## src/rtl/sync_fifo_param.sv

```systemverilog
// sync_fifo_param: single-clock FIFO with occupancy count, programmable
// almost-full/almost-empty flags, overflow/underflow pulses and a selectable
// first-word-fall-through read mode.
//
// Ports:
//   clk          system clock, all state updates on the rising edge
//   rst          synchronous active-high reset (clears pointers/count, not memory)
//   cs           chip select; gates every read, write and error pulse
//   wr_en        write request
//   rd_en        read request (pop/acknowledge in FWFT mode)
//   data_in      write data
//   data_out     read data
//   rd_valid     data_out holds a valid word
//   count        occupancy, 0..fifo_depth
//   empty/full   count == 0 / count == fifo_depth
//   almost_empty count <= ae_thresh
//   almost_full  count >= af_thresh
//   overflow     one-cycle pulse: a write was rejected
//   underflow    one-cycle pulse: a read was rejected
module sync_fifo_param #(
   parameter int unsigned data_width = 32,
   parameter int unsigned fifo_depth = 8,
   parameter int unsigned fwft       = 0,
   parameter int unsigned af_thresh  = fifo_depth - 2,
   parameter int unsigned ae_thresh  = 2
) (
   input  logic                          clk,
   input  logic                          rst,
   input  logic                          cs,
   input  logic                          wr_en,
   input  logic                          rd_en,
   input  logic [data_width-1:0]         data_in,
   output logic [data_width-1:0]         data_out,
   output logic                          rd_valid,
   output logic [$clog2(fifo_depth):0]   count,
   output logic                          empty,
   output logic                          full,
   output logic                          almost_empty,
   output logic                          almost_full,
   output logic                          overflow,
   output logic                          underflow
);

   localparam int unsigned aw = $clog2(fifo_depth);
   localparam int unsigned cw = aw + 1;

   localparam logic [cw-1:0] af_lvl   = cw'(af_thresh);
   localparam logic [cw-1:0] ae_lvl   = cw'(ae_thresh);
   localparam logic [cw-1:0] full_lvl = cw'(fifo_depth);

   logic [data_width-1:0] mem [fifo_depth];

   logic [aw-1:0] wr_ptr_q, wr_ptr_d;
   logic [aw-1:0] rd_ptr_q, rd_ptr_d;
   logic [cw-1:0] count_q, count_d;
   logic          overflow_q, overflow_d;
   logic          underflow_q, underflow_d;

   logic rd_acc;
   logic wr_acc;

   // Flags come straight from the registered count: no input-to-flag paths.
   assign empty        = (count_q == '0);
   assign full         = (count_q == full_lvl);
   assign almost_empty = (count_q <= ae_lvl);
   assign almost_full  = (count_q >= af_lvl);

   // A full FIFO may still take a write when a read frees a slot this cycle;
   // an empty FIFO never serves a read, even alongside a write.
   assign rd_acc = cs & rd_en & ~empty;
   assign wr_acc = cs & wr_en & (~full | rd_acc);

   always_comb begin
      wr_ptr_d    = wr_ptr_q;
      rd_ptr_d    = rd_ptr_q;
      count_d     = count_q;
      overflow_d  = cs & wr_en & full & ~rd_acc;
      underflow_d = cs & rd_en & empty;

      if (wr_acc) begin
         wr_ptr_d = wr_ptr_q + aw'(1);
      end
      if (rd_acc) begin
         rd_ptr_d = rd_ptr_q + aw'(1);
      end

      unique case ({wr_acc, rd_acc})
         2'b10:   count_d = count_q + cw'(1);
         2'b01:   count_d = count_q - cw'(1);
         default: count_d = count_q;
      endcase
   end

   always_ff @(posedge clk) begin
      if (rst) begin
         wr_ptr_q    <= '0;
         rd_ptr_q    <= '0;
         count_q     <= '0;
         overflow_q  <= 1'b0;
         underflow_q <= 1'b0;
      end else begin
         wr_ptr_q    <= wr_ptr_d;
         rd_ptr_q    <= rd_ptr_d;
         count_q     <= count_d;
         overflow_q  <= overflow_d;
         underflow_q <= underflow_d;
      end
   end

   // Storage is never cleared; reset only blocks the write for that cycle.
   always_ff @(posedge clk) begin
      if (!rst && wr_acc) begin
         mem[wr_ptr_q] <= data_in;
      end
   end

   assign count     = count_q;
   assign overflow  = overflow_q;
   assign underflow = underflow_q;

   if (fwft == 0) begin : g_std
      logic [data_width-1:0] dout_q;
      logic                  valid_q;

      // mem is read before the same-edge write lands, so a full-FIFO
      // read/write to one address returns the old word.
      always_ff @(posedge clk) begin
         if (rst) begin
            dout_q  <= '0;
            valid_q <= 1'b0;
         end else begin
            valid_q <= rd_acc;
            if (rd_acc) begin
               dout_q <= mem[rd_ptr_q];
            end
         end
      end

      assign data_out = dout_q;
      assign rd_valid = valid_q;
   end else begin : g_fwft
      // Head of queue is always presented; rd_en only pops it.
      assign data_out = mem[rd_ptr_q];
      assign rd_valid = ~empty;
   end

endmodule
```

## config.mk

```make
export PLATFORM = sky130hd
export DESIGN_NAME = sync_fifo_param
export DESIGN_NICKNAME = d
export VERILOG_FILES = /design/src/rtl/sync_fifo_param.sv
export SDC_FILE = /design/constraint.sdc
export NUM_CORES = 1
export LEC_CHECK = 0
export CORE_MARGIN = 5
export CORE_UTILIZATION = 55
export DETAILED_ROUTE_END_ITERATION = 10
export PLACE_DENSITY = 0.75
export SYNTH_ARGS = -nofsm -noshare
export SYNTH_HDL_FRONTEND = slang
export SYNTH_SLANG_ARGS = --single-unit
```

## constraint.sdc

```tcl
create_clock -name clk -period 11.2 [get_ports clk]
set_input_delay 2.24 -clock clk [delete_from_list [all_inputs] [get_ports clk]]
set_output_delay 2.24 -clock clk [all_outputs]
set_load 0.05 [all_outputs]
```

==> metrics.md <==
| Metric | Value |
|---|---|
| Status | completed |
| DRC violations left | 0 |
| Placed cells | ~900 |
| DIE WIDTH | about 160 um |
| Routability congestion estimate | 0.759 |
| DRT iter0 DRCs | about 430 |
| Shortest period the worst path allows | around 4.8 ns |
| Leak Pwr | roughly 0.0042 uW |
| H-tree depth | 1 |
| Fmax | around 210 MHz |
| Critical path endpoint category | output pin |
| Async set or reset register ratio after synthesis | 0% |
| Clk slew on worst S/H paths | 0.07 ns |
| Crit path buf inv count | 2 |
| DRT Pass-1 Iters | 5 |
| Critical Path RT | 8.96 ns |
| Worst EP arrival | about 2.5 ns |
| Final #Nets | roughly 700 |
| Clk sink count | around 300 |
| Min-Delay Path Class | reg -> reg |
| Most common cell after layout, fill and taps aside | edfxtp_1 |
| Wire per inst | 22.0 um |
| Setup repair after global routing missed its margin | no |
| Synth area leader | edfxtp_1 |
| Final ANT Viol Nets | 0 |
| Initial antenna violation count | 0 |
| Max VDD drop | about 0.14 mV |
| Via Count | approximately 5.6k |
| Kind of critical path | reg -> out |
| CP peak stage delay | 0.80 ns |
| Clock Tree Buf Depth | 3 |
| Normalized max-slew margin | between 10% and 20% |
| Core Box Area | 20900 um2 |
| Endpoints failing hold | 0 |
| Worst reg2reg endpoint | mem[3][28]$_DFFE_PP_ |
| Most frequent cells in the layout | edfxtp_1, clkdlybuf4s50_1, mux4_2 |
| First-pass GRT wire length | 33300 um |
| Worst-Skew Late Latency | ~0.53 ns |
| Gr usage total | around 18% |
| Met3 usage | approximately 2.3% |
| Vias in the first global route | a little under 6k |
| Global-route track usage on met1 | about a quarter |
| Mapped Nets | slightly above 600 |
| Clock Skew | just under 0.008 ns |
| Flops & latches, synth | ~300 |
| DPL Wire Length | 12100 um |
| Initial Util | a little under three fifths |
| Syn_area_per_cell | around 20 um2 |
| Max Cap Violations | 0 |
| Synth top area cells | edfxtp_1, mux4_2, dfxtp_1 |
| Hold endpoint | data_out[22]$_SDFFE_PP0P_ |
| Delay-heaviest family, CP | buffers and inverters |
| Slowest stage cell, crit path | clkdlybuf4s50_1 |
| Register-to-Register Path Depth | 4 |
| Area delta synth->final | 17.8% |
| EDFF count, synth | about 260 |
| Gr busiest metal | met2 |
| TritonCTS clock tree | done |
| CTS Hold Bufs | 0 |
| Buffers on Ports | just under 80 |
| Startpoint types | register |
| Routed wire length | ~21000 um |
| Cell Count, Final, Fillers Out | around 960 |
| Final hold slack | 0.503 ns |
| Via density | slightly below 6 |
| Die height | roughly 160 um |
| FF-to-FF setup slack | between 8 and 9 ns |
| Min-delay src | data_out[22]$_SDFFE_PP0P_ |
| Synth cell types | 39 |
| Register area share after synthesis | between 70% and 80% |
| Total global routing overflow | 0 |
| Max-slew violations | 0 |
| Tot Pwr | around 2400 uW |
| Worst R2R Start | count[2]$_SDFFE_PP0P_ |
| Number of cells upsized or downsized after cts | 0 |
| Slew @ Worst Pin | roughly 1.2 ns |
| Endpoints failing setup | 0 |
| Worst path cell trace | or4b_1 -> inv_1 -> clkdlybuf4s50_1 |
| Post-CTS Setup Inserts | 0 |
| Synthesis warning total | 0 |
| Worst hold stages | 2 |
| Die Area | between 20000 and 25000 um2 |
| Max Fanout on Critical Path | 9 |
| Cells after synthesis | approximately 580 |
| Post-Syn Area | 11600 um2 |
| Largest net degree at the start of global routing | 68 |
| Final setup TNS | 0 ns |
| Share of cells above drive strength 1 | 24.1% |
| Post-synth top area share | around two thirds |
| Total CTS buffers | 29 |
| Met2 Resource Use GR | approximately a third |
| Diodes inserted | 0 |
| I/O pin total | 80 |
| Power per cell area | 179 nW/um2 |
| Site Rows | 53 |
| Top_reg_cell synth | edfxtp_1 |
| Period utilisation layout | 42.5% |
| CTS root buffer | clkbuf_16 |
==> per-layer routing <==
metal | wire, um | share of wire, %
met3 | 981 | 4.6
met4 | 503 | 2.4
met1 | 8570 | 41
met5 | 0 | 0
met2 | 11100 | 52
==> worst max path at each step <==
| stage | cells past startpoint | slack [ns] | to | startpoint |
|---|---|---|---|---|
| floorplan | 4 | 5.37 | mem[1][0]$_DFFE_PP_ | rd_en |
| global placement | 4 | 6.09 | mem[3][24]$_DFFE_PP_ | wr_en |
| detailed placement | 4 | 5.99 | mem[3][19]$_DFFE_PP_ | wr_en |
| CTS | 3 | 6.42 | full | count[3]$_SDFFE_PP0P_ |
| global route | 3 | 6.36 | full | count[3]$_SDFFE_PP0P_ |
| finish | 3 | 6.44 | full | count[3]$_SDFFE_PP0P_ |
==> power breakdown <==
| part | internal (uW) | leakage (uW) | switching (uW) |
|---|---|---|---|
| combinational | 75.4 | 0.000998 | 110 |
| clock | 628 | 0.000496 | 388 |
| sequential | 1230 | 0.00267 | 13.5 |
| total | 1930 | 0.00417 | 511 |
==> synthesized netlist by cell type (2+ instances only) <==
| master | n |
|---|---|
| nand2_1 | 10 |
| nand2b_1 | 4 |
| xor2_1 | 5 |
| buf_1 | 6 |
| a31o_2 | 2 |
| o41ai_1 | 2 |
| clkbuf_1 | 13 |
| buf_6 | 5 |
| and2_1 | 2 |
| mux2i_1 | 33 |
| buf_4 | 5 |
| edfxtp_1 | 256 |
| ha_1 | 3 |
| a21oi_1 | 4 |
| nor3_1 | 7 |
| a211oi_1 | 4 |
| or4b_1 | 2 |
| o21ai_0 | 3 |
| dfxtp_1 | 45 |
| nor2_1 | 50 |
| mux4_2 | 64 |
| inv_1 | 2 |
| a211oi_2 | 30 |
| buf_2 | 8 |
| xnor2_1 | 3 |
==> registers in the layout, summed over array words and instances, names as in the netlist <==
name and cells:
wr_ptr_q 3, overflow 1, rd_ptr_q 3, underflow 1, mem 256, count 4, rd_valid 1, data_out 32
==> tightest hold or removal path, stage by stage (launching register included) <==
cell and delay, ns:
dfxtp_1 0.31, nor2_1 0.10, a211oi_1 0.05
==> kinds of logic (layout without fill, tap and decap cells) <==
| family | Yosys count | after routing | share of synthesized area, % |
|---|---|---|---|
| AOI/OAI and AO/OA | 49 | 49 | 4.40 |
| xor gates and xnor gates | 8 | 8 | 0.605 |
| adders and majority gates | 3 | 3 | 0.324 |
| buffers and inverters | 40 | 144 | 1.88 |
| DFF | 301 | 301 | 74.2 |
| muxes | 97 | 97 | 15.3 |
| and+or+nand+nor | 84 | 84 | 3.34 |
==> layout make-up <==
| type | count | area, um2 |
|---|---|---|
| repair buffers | 87 | 846 |
| multi-input cells | 241 | 2840 |
| fillers | 1376 | 7240 |
| well taps | 275 | 344 |
| clock buffers | 38 | 779 |
| flip-flops and latches | 301 | 8590 |
| clock inverters | 16 | 234 |
| inverters | 3 | 12.5 |
==> through the flow <==
step	instance area (um2)	setup WS (ns)	utilization, %
after floorplan	11600	5.37	-
after global placement	12600	6.09	60.5
after detailed placement	12600	5.99	60.5
after CTS	13600	6.42	65.3
final	13600	6.44	65.3
after global routing	13600	6.36	65.3
No activity file was read; power rests on OpenSTA's default activity.
